===== config.mk =====
export PLATFORM = sky130hd
export DESIGN_NAME = mux_rr_reg
export DESIGN_NICKNAME = d
export VERILOG_FILES = /design/src/rtl/mux_rr_reg.sv
export SDC_FILE = /design/constraint.sdc
export NUM_CORES = 1
export LEC_CHECK = 0
export CELL_PAD_IN_SITES_DETAIL_PLACEMENT = 2
export CELL_PAD_IN_SITES_GLOBAL_PLACEMENT = 2
export CORE_UTILIZATION = 20
export DETAILED_ROUTE_END_ITERATION = 8
export PLACE_DENSITY = 0.95
export SYNTH_ARGS = -nofsm -noshare
export SYNTH_HDL_FRONTEND = slang
export SYNTH_SLANG_ARGS = --single-unit

===== constraint.sdc =====
create_clock -name CLK -period 10.1 [get_ports CLK]
set_clock_uncertainty 0.2 [all_clocks]
set_input_delay 1.515 -clock CLK [delete_from_list [all_inputs] [get_ports CLK]]
set_output_delay 1.515 -clock CLK [all_outputs]
set_load 0.005 [all_outputs]

===== src/rtl/mux_rr_reg.sv =====
// mux_rr_reg: round-robin arbitrated valid/ready mux into one registered output; MUX_RR_FORCE_SEL_EN adds a forced channel select
module mux_rr_reg #(
  parameter int WIDTH = 32,
  parameter int CHANNELS = 8,
  parameter int SEL_W = 3
) (
  input  logic                      CLK,
  input  logic                      RST,
  input  logic [CHANNELS*WIDTH-1:0] IN_DATA,
  input  logic [CHANNELS-1:0]       IN_VALID,
  output logic [CHANNELS-1:0]       IN_READY,
`ifdef MUX_RR_FORCE_SEL_EN
  input  logic                      FORCE_EN,
  input  logic [SEL_W-1:0]          FORCE_SEL,
`endif
  output logic [WIDTH-1:0]          OUT_DATA,
  output logic [SEL_W-1:0]          OUT_SEL,
  output logic                      OUT_VALID,
  input  logic                      OUT_READY
);
  logic [SEL_W-1:0] ptr;
  logic [SEL_W-1:0] rr_gnt;
  logic [SEL_W-1:0] gnt;
  logic [WIDTH-1:0] din;
  logic hit;
  logic forced;
  logic space;
  logic load;
  assign space = ~OUT_VALID | OUT_READY;
  assign load = space & hit;
  always_comb begin
    rr_gnt = '0;
    for (int i = CHANNELS - 1; i >= 0; i--) rr_gnt = IN_VALID[i] ? SEL_W'(i) : rr_gnt;
    for (int i = CHANNELS - 1; i >= 0; i--) rr_gnt = (IN_VALID[i] && i >= int'(ptr)) ? SEL_W'(i) : rr_gnt;
  end
`ifdef MUX_RR_FORCE_SEL_EN
  logic [2**SEL_W-1:0] valid_pad;
  assign valid_pad = (2**SEL_W)'(IN_VALID);
  assign forced = FORCE_EN;
  assign gnt = FORCE_EN ? FORCE_SEL : rr_gnt;
  assign hit = FORCE_EN ? valid_pad[FORCE_SEL] : |IN_VALID;
`else
  assign forced = 1'b0;
  assign gnt = rr_gnt;
  assign hit = |IN_VALID;
`endif
  always_comb begin
    din = '0;
    IN_READY = '0;
    for (int i = 0; i < CHANNELS; i++) begin
      din = (gnt == SEL_W'(i)) ? IN_DATA[i*WIDTH +: WIDTH] : din;
      IN_READY[i] = load & ~RST & (gnt == SEL_W'(i));
    end
  end
  always_ff @(posedge CLK) begin
    if (RST) begin
      OUT_VALID <= 1'b0;
      OUT_DATA <= '0;
      OUT_SEL <= '0;
      ptr <= '0;
    end else if (load) begin
      OUT_VALID <= 1'b1;
      OUT_DATA <= din;
      OUT_SEL <= gnt;
      if (!forced) ptr <= (gnt == SEL_W'(CHANNELS - 1)) ? '0 : gnt + 1'b1;
    end else if (OUT_READY) begin
      OUT_VALID <= 1'b0;
    end
  end
endmodule


---- Word level (Yosys, flattened, before mapping) ----
Cells that the tools add are included.
word-level totals
  flip-flop bits (word level) ............. 39
  bits in latches ......................... 0
  bits in writable memories ............... 0
  bits in read-only memories .............. 0
  logic and storage cells ................. 68
  memories ................................ 0
operators by class
  add/sub/neg operators ................... 1
  $mul .................................... 0
  divide/modulo/power cells ............... 0
  order comparisons ....................... 7
  equality and inequality tests ........... 7
  shift-type cells ........................ 0
  multiplexer cells ....................... 26
  bitwise gates (word level) .............. 13
  reductions and logical operators ........ 10
operators with widths
  kind                                                                                 count
  32-bit two-way mux                                                                   8
  3-bit two-way mux                                                                    16
  3-bit == test (second input constant)                                                4
  1-bit AND                                                                            10
  3-bit greater-or-equal comparator (first input constant)                             3
  8-bit OR reduction                                                                   1
  1-bit logical AND                                                                    7
  3-bit by 2-bit == test with 1-bit output (second input constant)                     2
  1-bit by 3-bit greater-or-equal comparator with 1-bit output (first input constant)  2
  2-bit by 3-bit greater-or-equal comparator with 1-bit output (first input constant)  2
  3-bit by 1-bit adder with 3-bit output (second input constant)                       1
  3-bit by 1-bit == test with 1-bit output (second input constant)                     1
  3-bit zero test                                                                      1
  1-bit two-way mux                                                                    2
  1-bit NOT                                                                            2
  2-bit nonzero test                                                                   1
  1-bit OR                                                                             1

---- Logic depth before layout (Yosys ltp) ----
  depth in word-level cells ............... 24
  gate-level depth with buffers ........... 15

---- Worst setup path after synthesis ----
OpenSTA, ideal clock, no wires.
  path kind ............................... in2out
  from .................................... input port IN_VALID[2]
  to ...................................... output port IN_READY[7]
  data arrival time ....................... 3,887 ps
  data required time ...................... 8,385 ps
  path slack .............................. 4,498 ps
  cell stages on the path ................. 10
  path buffers ............................ 4
  cells stage by stage .................... or4_4 o311ai_2 nand4_2 inv_1 clkbuf_1 ha_1 clkbuf_1 buf_1 clkbuf_1 and2_1
on the way
  longest elaborated chain between the ends .. 13
  elaborated cells on any way between the ends .. 17
  classes of those cells .................. eq/ne (1); mux (11); bitwise (3); reduce/logical (2)
ends and longest elaborated chain
  what                                 line  text
  start, declared                      10    input logic [CHANNELS-1:0] IN_VALID,
  3-bit two-way mux (3 in series)      33    for (int i = CHANNELS - 1; i >= 0; i--) rr_gnt = IN_VALID[i] ? SEL_W'(i) : rr_gnt;
  3-bit two-way mux (5 in series)      34    for (int i = CHANNELS - 1; i >= 0; i--) rr_gnt = (IN_VALID[i] && i >= int'(ptr)) ? SEL_W'(i) : rr_gnt;
  3-bit two-way mux (*) (3 in series)  34
  named net gnt[2]                     23    logic [SEL_W-1:0] gnt;
  3-bit == test (*)                    52    IN_READY[i] = load & ~RST & (gnt == SEL_W'(i));
  1-bit AND (*)                        52
  end, declared                        11    output logic [CHANNELS-1:0] IN_READY,
The timed path passes the listed nets; every way through them passes the cells marked *.

---- Final worst setup path ----
  from .................................... input port IN_VALID[0]
  to ...................................... output port IN_READY[2]
on the way
  longest elaborated chain between the ends .. 11
  elaborated cells on any way between the ends .. 15
  classes of those cells .................. eq/ne (1); mux (9); bitwise (3); reduce/logical (2)
ends and longest elaborated chain
  what                                          line
  3-bit two-way mux                             33
  3-bit two-way mux (7 in series)               34
  3-bit two-way mux (*)                         34
  named net gnt[1]                              23
  3-bit by 2-bit == test with 1-bit output (*)  52
  1-bit AND (*)                                 52
Marks and branches as above.

==> results.toml <==
[outcome]
status = "finished clean"

[floorplanning]
num_rows = 56
initial_core_util_pct = 20.5
die-width_um = 157
die_area_um2 = 24800
ios = 311
fp.coreArea_um2 = 23500
die_y_um = 157

[synth]
syn_area_per_cell_um2 = 7.41
synth_fp_nets = 924
async_flop_share_pct = 0
post_synth_instance_area_um2 = 4830
synth.distinct_cells = 51
synth_edf_count = 0
synth_cells = 651
ys_ff_latch = 39
yosysSeqAreaShare_pct = 16.2
synthFlopType = "dfxtp_1"
yosys_warnings = 0

[global_routing]
grt_pass1_vias = 7285
antenna_found_initial = 0
gr-total-overflow = 0
grt_start_max_net_pins = 72
grt_first_pass_wirelength_mm = 41.8
grt_usage_pct = 22.1

[timing]
hold_viol_final = 0
finalCritPeriodShare_pct = 70.8
setup_viol = 0
rsz0062_at_grt = "false"
slew_violations = 0
worst_pin_slew_ns = 1.32
fmaxAchievable_mhz = 140
setup_tns_ns = 0
relSlewSlack_pct = 11.4
finalCriticalPeriod_ns = 7.15

[cells_and_area]
area_growth_pct = 70.4
nets = 1174
seqCellArea_um2 = 781
final_cell_mix = "clkdlybuf4s50_1, nor2_1, a21oi_1, dfxtp_1, nand2_1"
layout-drive-gt1-share_pct = 6.87
final_area_um2 = 8230
fillerInstances = 2716
final_common_cell = "clkdlybuf4s50_1"
multi_input_area_um2 = 3620
final_util_pct = 34.9

[critical_path]
crit_arrival_ns = 5.43
endpoint_kind = "output port"
path_class = "input pin to output port"
cp_max_fo = 46
critPathLaunchType = "input pin"
required_ns = 8.39

[routing]
final_antenna_net_count = 0
avgViaCountPerCell = 5.39
dr.pass1.iters = 4
drc = 0
wl_mm = 28.5
drt_iter0_drc = 258
wl_per_cell_um = 23.3
vias = 6596

[cts]
clock-sinks = 39
post_cts_resized = 0
root_buffer = "clkbuf_16"
holdBufCountCts = 0
cts.path.max_buffers = 2
htree_levels = 2
cts.clk_slew.worst_paths_ns = 0.07
cts_tree = "built"
insertion_delay_ns = 0.30
post_cts.repair.setup_buffers = 0
cts_buffers = 5

[place]
numPortBuffers = 310
place_congestion = 0.808
dp_hpwl_mm = 21.7
placed_cell_area_um2 = 8080

[job]
drv_cap = 0

[power]
peakVddDrop_v = 0.000102
p_leak_nw = 2.76
p_per_area_nw_per_um2 = 205

[min_path]
min_path_type = "flop to flop"
-- worst paths after layout --
check / startpoint / endpoint / slack [ns] / cells past startpoint
max: IN_VALID[0] / IN_READY[2] / 2.95 / 8
min: OUT_SEL[1] / OUT_SEL[1] / 0.26 / 2
max reg2reg: ptr[0] / OUT_DATA[8] / 4.62 / 11
min reg2reg: OUT_SEL[1] / OUT_SEL[1] / 0.26 / 2
-- logic make-up after synthesis --
| kind of cell | after synthesis | synth area share (%) |
|---|---|---|
| simple gates | 220 | 23.9 |
| buf+inv | 105 | 9.41 |
| compound gates | 243 | 40.5 |
| flops | 39 | 16.2 |
| mux | 38 | 8.37 |
| fa+ha+maj | 6 | 1.56 |
-- power breakdown --
| part | total, mW | switching, mW | internal, mW |
|---|---|---|---|
| sequential | 0.268 | 0.0491 | 0.219 |
| combinational | 1.25 | 0.681 | 0.566 |
| clock | 0.168 | 0.0761 | 0.0916 |
-- layer usage --
layer	up-vias	wire length [um]	track usage, %	part of all wire, %
li1	3042	-	-	-
met1	3278	11800	25.9	42
met2	226	14600	40.5	51
met3	50	1250	3.41	4.4
met4	0	767	7.91	2.7
met5	-	0	0	0
-- area by class of cell --
cell class | count | share of cell area [%]
diodes | 2 | 0.0608
clock buffers | 6 | 1.57
clock inverters | 2 | 0.152
inverters | 28 | 1.28
multi-input cells | 507 | 44.0
flip-flops and latches | 39 | 9.49
well taps | 319 | 4.85
repair buffers | 320 | 38.6
-- cell usage after synthesis, types with 20 or more instances --
| library cell | instances | area share [%] |
|---|---|---|
| a211oi_1 | 20 | 3.1 |
| nor2_1 | 47 | 3.7 |
| inv_1 | 28 | 2.2 |
| a21oi_1 | 43 | 4.5 |
| nand3_1 | 33 | 3.4 |
| nor2b_1 | 22 | 2.9 |
| clkbuf_1 | 57 | 4.4 |
| nand2_1 | 34 | 2.6 |
| dfxtp_1 | 39 | 16 |
| a221oi_1 | 23 | 4.2 |
-- critical path, cell delays in order --
cell	delay, ns
clkdlybuf4s50_1	0.47
nor2b_1	0.18
o21ai_1	1.01
o21ai_0	0.46
inv_1	0.20
ha_2	0.81
and3_1	0.28
clkdlybuf4s50_1	0.50
-- sequential cells by signal, summed over array words and instances (netlist names) --
signal and flops:
OUT_DATA 32, OUT_VALID 1, OUT_SEL 3, ptr 3
-- stage by stage --
step	hold slack [ns]	power [mW]	std cells	setup WS (ns)
floorplan	0.253	0.996	651	4.50
global placement	0.251	1.46	1213	3.10
detailed placement	0.260	1.51	1213	2.98
CTS	0.270	1.69	1221	2.97
global route	0.300	1.79	1221	2.76
finish	0.263	1.68	1223	2.95
No activity file was read; power rests on OpenSTA's default activity.
